## src/rtl/k052591_loader.sv

```systemverilog
// Program loader and run sequencer for the 052591 PMC: replays 36-bit microcode words as PMC bus writes.
// Optional K052591_LDR_OUT0_DONE_EN: a synchronized PMC OUT0 low for 2 cycles also ends a run.
module k052591_loader #(
  parameter int STROBE_LEN = 2
) (
  input  logic        pin_M12,
  input  logic        pin_RST,
  input  logic        load_go,
  input  logic [5:0]  load_addr,
  input  logic        w_valid,
  input  logic [35:0] w_data,
  input  logic        w_last,
  output logic        w_ready,
  input  logic        run_go,
  input  logic        run_stop,
  output logic        busy,
  output logic        load_done,
  output logic        run_done,
  output logic        ovf,
  output logic        pin_CS,
  output logic        pin_NRD,
  output logic        pin_BK,
  output logic        pin_START,
  output logic [12:0] pin_AB,
  output logic [7:0]  pin_DB_out,
  output logic        pin_DB_oe,
  input  logic        pin_OUT0
);

  // state      | meaning
  // IDLE       | waiting for load_go / run_go
  // PC_*       | set-PC write of the load start address
  // WAIT_WORD  | w_ready high, waiting for a microcode word
  // B_*        | one byte write of the captured word
  // ARM_*      | write of 8'h80 forcing PC=0
  // RUN        | START held high until the run ends
  typedef enum logic [3:0] {
    IDLE, PC_SETUP, PC_STROBE, PC_HOLD, WAIT_WORD, B_SETUP, B_STROBE, B_HOLD,
    ARM_SETUP, ARM_STROBE, ARM_HOLD, RUN
  } state_t;

  state_t      state, state_n;
  logic [3:0]  stb_cnt;
  logic [2:0]  byte_cnt, byte_sel;
  logic [35:0] w_q, src;
  logic        last_q;
  logic [6:0]  word_cnt;
  logic [7:0]  db_byte;
  logic        accept, stop_req;

  assign accept  = (state == WAIT_WORD) && w_valid;
  assign pin_NRD = 1'b1;
  assign pin_BK  = 1'b0;

`ifdef K052591_LDR_OUT0_DONE_EN
  logic [1:0] out0_sync;
  logic [2:0] blank_cnt;
  logic       out0_low_q, out0_elig;

  assign out0_elig = (state == RUN) && (blank_cnt == 3'd0) && !out0_sync[1];
  assign stop_req  = run_stop || (out0_elig && out0_low_q);

  // blank_cnt masks OUT0 during the first 4 RUN cycles (PMC start latency)
  always_ff @(posedge pin_M12 or posedge pin_RST) begin
    if (pin_RST) begin
      out0_sync  <= 2'b11;
      blank_cnt  <= 3'd4;
      out0_low_q <= 1'b0;
    end else begin
      out0_sync  <= {out0_sync[0], pin_OUT0};
      out0_low_q <= out0_elig;
      if (state != RUN)
        blank_cnt <= 3'd4;
      else if (blank_cnt != 3'd0)
        blank_cnt <= blank_cnt - 3'd1;
    end
  end
`else
  logic unused_out0;
  assign unused_out0 = pin_OUT0;
  assign stop_req    = run_stop;
`endif

  always_ff @(posedge pin_M12 or posedge pin_RST) begin
    if (pin_RST) state <= IDLE;
    else         state <= state_n;
  end

  always_comb begin
    state_n = state;
    case (state)
      IDLE:       if (load_go) state_n = PC_SETUP;
                  else if (run_go) state_n = ARM_SETUP;
      PC_SETUP:   state_n = PC_STROBE;
      PC_STROBE:  if (stb_cnt == 4'd0) state_n = PC_HOLD;
      PC_HOLD:    state_n = WAIT_WORD;
      WAIT_WORD:  if (w_valid) state_n = B_SETUP;
      B_SETUP:    state_n = B_STROBE;
      B_STROBE:   if (stb_cnt == 4'd0) state_n = B_HOLD;
      B_HOLD:     if (byte_cnt != 3'd4) state_n = B_SETUP;
                  else state_n = last_q ? IDLE : WAIT_WORD;
      ARM_SETUP:  state_n = ARM_STROBE;
      ARM_STROBE: if (stb_cnt == 4'd0) state_n = ARM_HOLD;
      ARM_HOLD:   state_n = RUN;
      RUN:        if (stop_req) state_n = IDLE;
      default:    state_n = IDLE;
    endcase
  end

  // Byte for the next B_SETUP; on the accept edge the word is not yet in w_q
  always_comb begin
    src      = (state == WAIT_WORD) ? w_data : w_q;
    byte_sel = (state == WAIT_WORD) ? 3'd0 : byte_cnt + 3'd1;
    case (byte_sel)
      3'd0:    db_byte = src[7:0];
      3'd1:    db_byte = src[15:8];
      3'd2:    db_byte = src[23:16];
      3'd3:    db_byte = src[31:24];
      default: db_byte = {4'h0, src[35:32]};
    endcase
  end

  always_ff @(posedge pin_M12 or posedge pin_RST) begin
    if (pin_RST) begin
      stb_cnt  <= 4'd0;
      byte_cnt <= 3'd0;
      w_q      <= 36'd0;
      last_q   <= 1'b0;
      word_cnt <= 7'd0;
      ovf      <= 1'b0;
    end else begin
      if (state == PC_SETUP || state == B_SETUP || state == ARM_SETUP)
        stb_cnt <= 4'(STROBE_LEN - 1);
      else if (stb_cnt != 4'd0)
        stb_cnt <= stb_cnt - 4'd1;
      if (accept) begin
        byte_cnt <= 3'd0;
        w_q      <= w_data;
        last_q   <= w_last;
      end else if (state == B_HOLD && state_n == B_SETUP) begin
        byte_cnt <= byte_cnt + 3'd1;
      end
      // word_cnt saturates at 64; any further word in the same load is an overflow
      if (state == IDLE && load_go) begin
        word_cnt <= 7'd0;
        ovf      <= 1'b0;
      end else if (accept) begin
        if (word_cnt[6]) ovf <= 1'b1;
        else             word_cnt <= word_cnt + 7'd1;
      end
    end
  end

  always_ff @(posedge pin_M12 or posedge pin_RST) begin
    if (pin_RST) begin
      pin_CS     <= 1'b1;
      pin_START  <= 1'b0;
      pin_AB     <= 13'd0;
      pin_DB_out <= 8'd0;
      pin_DB_oe  <= 1'b0;
      w_ready    <= 1'b0;
      busy       <= 1'b0;
      load_done  <= 1'b0;
      run_done   <= 1'b0;
    end else begin
      pin_CS    <= !(state_n == PC_STROBE || state_n == B_STROBE || state_n == ARM_STROBE);
      pin_START <= (state_n == RUN);
      w_ready   <= (state_n == WAIT_WORD);
      busy      <= (state_n != IDLE);
      load_done <= (state == B_HOLD) && (state_n == IDLE);
      run_done  <= (state == RUN) && (state_n == IDLE);
      case (state_n)
        PC_SETUP: begin
          pin_AB     <= 13'h0200;
          pin_DB_out <= {2'b00, load_addr};
          pin_DB_oe  <= 1'b1;
        end
        ARM_SETUP: begin
          pin_AB     <= 13'h0200;
          pin_DB_out <= 8'h80;
          pin_DB_oe  <= 1'b1;
        end
        B_SETUP: begin
          pin_AB     <= 13'h0000;
          pin_DB_out <= db_byte;
          pin_DB_oe  <= 1'b1;
        end
        PC_STROBE, PC_HOLD, B_STROBE, B_HOLD, ARM_STROBE, ARM_HOLD: ;
        default: begin
          pin_AB     <= 13'h0000;
          pin_DB_out <= 8'h00;
          pin_DB_oe  <= 1'b0;
        end
      endcase
    end
  end

endmodule

```

## config.mk

```make
export PLATFORM = sky130hd
export DESIGN_NAME = k052591_loader
export DESIGN_NICKNAME = d
export VERILOG_FILES = /design/src/rtl/k052591_loader.sv
export SDC_FILE = /design/constraint.sdc
export NUM_CORES = 1
export LEC_CHECK = 0
export CAP_MARGIN = 40
export CORE_AREA = 2 2 92 94
export DETAILED_ROUTE_END_ITERATION = 12
export DIE_AREA = 0 0 94 96
export GPL_ROUTABILITY_DRIVEN = 0
export PLACE_DENSITY = 0.74
export REMOVE_ABC_BUFFERS = 1
export SETUP_SLACK_MARGIN = 0.5
export SLEW_MARGIN = 25
export SYNTH_ARGS = -nofsm -noshare
export SYNTH_HDL_FRONTEND = slang
export SYNTH_SLANG_ARGS = --single-unit
```

## constraint.sdc

```tcl
create_clock -name pin_M12 -period 2.73 [get_ports pin_M12]
set_input_delay 0.273 -clock pin_M12 [delete_from_list [all_inputs] [get_ports pin_M12]]
set_output_delay 0.273 -clock pin_M12 [all_outputs]
set_load 0.05 [all_outputs]
```

# After elaboration in Yosys (flattened, before gate mapping)
# Index checks and enable logic that the tools add are counted.
word_totals:
  ff_bits: 84
  output_inout_bits: 31
  wordCells: 98
op_classes:
  n_addsub: 3
  eq_ne: 27
  n_mux: 26
  n_reduce_logical: 25
op_table:
  columns: ["cell", "n"]
  rows:
  - ["one-hot mux 8 bit (4 select lines)", 2]
  - ["one-hot mux 4 bit (12 select lines)", 1]
  - ["2-to-1 mux 36 bit", 1]
  - ["2-to-1 mux 4 bit", 9]
  - ["equality test 4 x 3 -> 1 bit, second input constant", 8]
  - ["equality test 4 bit, second input constant", 8]
  - ["one-hot mux 13 bit (2 select lines)", 1]
  - ["2-to-1 mux 7 bit", 3]
  - ["equality test 4 x 2 -> 1 bit, second input constant", 4]
  - ["2-to-1 mux 3 bit", 5]
  - ["zero test 4 bit", 3]
  - ["equality test 4 x 1 -> 1 bit, second input constant", 2]
  - ["nonzero test 2 bit", 4]
  - ["nonzero test 4 bit", 2]
  - ["adder 7 x 1 -> 7 bit, second input constant", 1]
  - ["equality test 3 x 2 -> 1 bit, second input constant", 2]
  - ["OR reduction 6 bit", 1]
  - ["logical AND 1 bit", 5]
  - ["logical OR 1 bit", 4]
  - ["AND reduction 2 bit", 2]
  - ["subtractor 4 x 1 -> 4 bit, second input constant", 1]
  - ["adder 3 x 1 -> 3 bit, second input constant", 1]
  - ["equality test 3 x 1 -> 1 bit, second input constant", 1]
  - ["zero test 3 bit", 1]
  - ["7 further kinds", 9]

# Logic depth before layout (Yosys ltp)
logic_depth:
  depth_word: 7
  depth_mapped: 8
  ltp_nobuf: 7

# Worst setup path after synthesis
# No wires, ideal clock.
synth_timing:
  path_type: "reg2reg"
  from: "register byte_cnt[0]"
  to: "register pin_DB_out[7]"
  arrival_ps: 2481
  required_ps: 2606
  setup_slack_ps: 125
  stages_incl_launch_ff: 9
  n_path_buf: 2
  cell_sequence: "dfrtp_1 > clkbuf_1 > inv_1 > ha_1 > clkbuf_1 > mux4_2 > a22oi_1 > nor2_1 > a211o_1"
synth_between:
  elab_chain_len: 6
synth_lines:
  columns: ["item", "line", "source"]
  rows:
  - ["start, declared", "44", "logic [2:0] byte_cnt, byte_sel;"]
  - ["start signal, assigned", "141", "byte_cnt <= byte_cnt + 3'd1;"]
  - ["inequality test 3 bit", "100", "B_HOLD: if (byte_cnt != 3'd4) state_n = B_SETUP;"]
  - ["2-to-1 mux 3 bit", "100", null]
  - ["one-hot mux 4 bit (12 select lines)", "91", "case (state)"]
  - ["equality test 4 x 2 -> 1 bit (tied with other cells)", "172", "case (state_n)"]
  - ["OR reduction 6 bit", "172", null]
  - ["one-hot mux 8 bit (4 select lines)", "172", null]
  - ["end signal, assigned", "175", "pin_DB_out <= {2'b00, load_addr};"]
  - ["end signal, assigned", "185", "pin_DB_out <= db_byte;"]
  - ["end, declared", "25", "output logic [7:0] pin_DB_out,"]
# Several ways; a longest one is shown, not always the timed one.
# A chain may end at the register's enable or synchronous reset.

# Final worst setup path
layout_timing:
  from: "register stb_cnt[1]"
  to: "register pin_DB_out[4]"
layout_between:
  elab_chain_len: 6
layout_lines:
  columns: ["item", "line", "source"]
  rows:
  - ["start, declared", "43", "logic [3:0] stb_cnt;"]
  - ["start signal, assigned", "133", "stb_cnt <= 4'(STROBE_LEN - 1);"]
  - ["start signal, assigned", "135", "stb_cnt <= stb_cnt - 4'd1;"]
  - ["zero test 4 bit *", "95, 99, 103", null]
  - ["2-to-1 mux 4 bit (on tied branches)", "103, 95, 99", null]
  - ["one-hot mux 4 bit (12 select lines) *", "91", null]
  - ["named net state_n[1]", "42", "state_t state, state_n;"]
  - ["equality test 4 x 2 -> 1 bit (tied with other cells)", "172", null]
  - ["OR reduction 6 bit", "172", null]
  - ["one-hot mux 8 bit (4 select lines)", "172", null]
# The timed path passes the listed nets; every way through them passes the cells marked *.

==> metrics.txt <==
status=finished, final reports clean; H-tree levels=3; Clk pin slew, worst setup/hold paths=0.08 ns; Power Dens Cells=1150 nW/um^2; die width=94 um; Core Rows=33; critical-path cell list=inv_1 -> ha_2 -> or3b_4 -> buf_4 -> a311oi_4 -> o31ai_4 -> buf_6 -> a221o_1; dpl hpwl=5480 um; grt total ovfl=0; max_slew headroom=0.557; max incr delay on CP=0.40 ns; GRT Resource Usage Total=0.193; PnR worst setup slack=0.486 ns; FILL cells=733; Gate Count Post-Synth=367; HP Class=in -> async; worst skew pair latency=0.35 ns; reg2reg path depth=8; clock skew=0.00671 ns; period utilization=0.822; CP endpoint kind=register; DR pass1 iterations=4; CTS root buffer=clkbuf_8; CP max FO=7; Final Max Tran Viols=0; first-pass GRT wire length=13300 um; YS warnings=0; Final Hold Fails=0; initial drt markers=153; die area=9020 sq um; via count=2805; DRC=0; crit path max-delay cell type=or3b_4; CORE AREA=8050 sq um; Synth cell types=46; largest net degree at the start of global routing=54; clock sink count=72; Leak=2.18 nW; CTS Hold Bufs=0; Period minus WS final=2.24 ns; die height=96 um; Startpoint Class=register; RR Startpoint=stb_cnt[1]; FF-to-FF End=pin_DB_out[4]; initial antenna violation count=0; FF-to-FF setup slack=0.49 ns; Mapped Area=3520 sq um; critical path type=reg -> reg; # setup viols final=0; average size of a mapped cell=9.60 sq um; Final #Nets=496; antenna cells=0; Vias/cell=5.08; RSZ-0062 raised after global routing=yes; worst-margin pin slew=0.662 ns; Area Overhead vs Synth=30.1%; vias in the first global route=2804; pre-CTS setup slack=0.301 ns; Initial Util=0.437; CTS tree=built; Port Buffer Count=65; Top Ports=81; Worst EP required=2.96 ns; Max Fclk=0.446 GHz; maximum VDD drop=0.393 mV; CP top delay family=compound AO/OA/AOI/OAI gates; Bufs on Longest Clock Path=2; Hold WS=0.245 ns; total CTS buffers=9; Post-Route WL=8060 um; crit path DAT=2.48 ns; Synth Flop Type=dfrtp_1; DRT antenna net count=0; share of layout cells above drive strength 1=0.150; share of synthesized registers carrying an async set or reset=1.00; Post-synth EDFFs=0; Reg area=1810 sq um; Seq/Total Area, Yosys=0.512; mean routed wirelength per cell=14.6 um; Buf/Inv on CP=3; Multi-input gate area=1560 sq um; maxcap violations=0; #FFs+latches synth=72
==> how the worst max path moves through the flow <==
stage               depth (start not counted)  slack (ns)  startpoint            end
floorplan                                   5       -0.32    state[0]    word_cnt[4]
global placement                            8        0.35  stb_cnt[0]  pin_DB_out[5]
detailed placement                          8        0.30  stb_cnt[0]  pin_DB_out[5]
CTS                                         8        0.49  stb_cnt[1]  pin_DB_out[4]
global route                                8        0.39  stb_cnt[1]  pin_DB_out[5]
finish                                      8        0.49  stb_cnt[1]  pin_DB_out[4]
==> logic make-up (layout without fill, tap and decap cells) <==
group	after synthesis	after routing	share of synthesized area
compound gates	35	35	0.0856
xor+xnor	11	11	0.0274
fa+ha+maj	4	4	0.0142
buf+inv	44	112	0.0689
flops	72	72	0.512
mux	10	10	0.0572
other cells	2	14	0.00213
simple gates	189	189	0.233
==> routing by layer <==
| layer | part of all wire | vias up | wire, um | track usage |
|---|---|---|---|---|
| met1 | 0.45 | 1383 | 3630 | 0.255 |
| met3 | 0.043 | 12 | 346 | 0.0532 |
| li1 | - | 1335 | - | - |
| met4 | 0.011 | 0 | 89 | 0.0568 |
| met2 | 0.50 | 75 | 3990 | 0.315 |
| met5 | 0 | - | 0 | 0 |
==> timing repair <==
item,CTS,global route
setup buffers,5,3
pin swaps,5,3
setup endpoints to repair,15,12
gates resized for setup,4,8
==> power breakdown <==
part           leakage, nW  switching, mW  internal [mW]  total [mW]
Combinational         1.16           1.39           1.13        2.51
Sequential           0.907          0.305           1.50        1.80
Clock                0.112          0.401          0.534       0.935
Total                 2.18           2.09           3.16        5.25
==> per-stage QoR <==
stage	util	TNS (ns)	cells	instance area, sq um	power [mW]
3_3_place_gp	0.529	0	528	4260	4.08
2_1_floorplan	-	-0.599	346	3370	3.41
4_1_cts	0.563	0	549	4530	5.20
6_report	0.569	0	552	4580	5.25
3_5_place_dp	0.529	0	528	4260	4.17
5_1_grt	0.569	0	552	4580	5.65
==> cell usage in the layout (no fill, tap or decap), drive strengths merged, types with 2 or more instances in the layout <==
cell type,netlist,routed
clkbuf,11,10
clkinv,0,3
mux4,8,8
clkdlybuf4s50,0,65
xnor2,7,7
a21oi,6,6
nor2,25,25
xor2,4,4
nand2,130,130
buf,22,20
ha,4,4
a31oi,5,5
a2bb2oi,2,2
o21ai,3,3
nor3,7,7
dfrtp,71,71
a22oi,4,4
or3b,2,2
and2,2,2
conb,2,14
nor4b,2,2
nand2b,4,4
a221o,6,6
nand3,8,8
nor4,3,3
bufinv,0,2
inv,11,11
a211o,2,2
==> synthesized netlist by cell type, types with 2 or more instances <==
library cell    n  share of area
a211o_1         2         0.0050
a21oi_1         6         0.0085
a221o_1         6          0.017
a22oi_1         4         0.0085
a2bb2oi_1       2         0.0050
a31oi_1         5         0.0089
and2_1          2         0.0036
buf_2           5         0.0071
buf_4          15          0.032
buf_6           2         0.0064
clkbuf_1       11          0.012
conb_1          2         0.0021
dfrtp_1        71           0.50
ha_1            4          0.014
inv_1          11          0.012
mux4_2          8          0.051
nand2_1       130           0.14
nand2b_1        3         0.0053
nand3_1         8          0.011
nor2_1         25          0.027
nor3_1          7         0.0099
nor4_1          3         0.0053
o21ai_0         3         0.0043
xnor2_1         7          0.017
xor2_1          4         0.0099
==> area by class of cell <==
class,count,area share
well taps,105,0.0287
flip-flops and latches,72,0.394
clock buffers,10,0.0300
clock inverters,6,0.0180
repair buffers,85,0.179
inverters,11,0.00901
multi-input cells,263,0.341
==> registers in the layout, indices dropped and copies added, names as in the netlist, 3 cells and up <==
signal / flops
state: 4
stb_cnt: 4
word_cnt: 7
pin_DB_out: 8
w_q: 36
byte_cnt: 3
==> worst register-to-register path, stage by stage (launching register included) <==
cell and delay [ns]:
dfrtp_1 0.38, inv_1 0.06, ha_2 0.17, or3b_4 0.40, buf_4 0.18, a311oi_4 0.34, o31ai_4 0.16, buf_6 0.16
a221o_1 0.28
No activity file was read; power rests on OpenSTA's default activity.
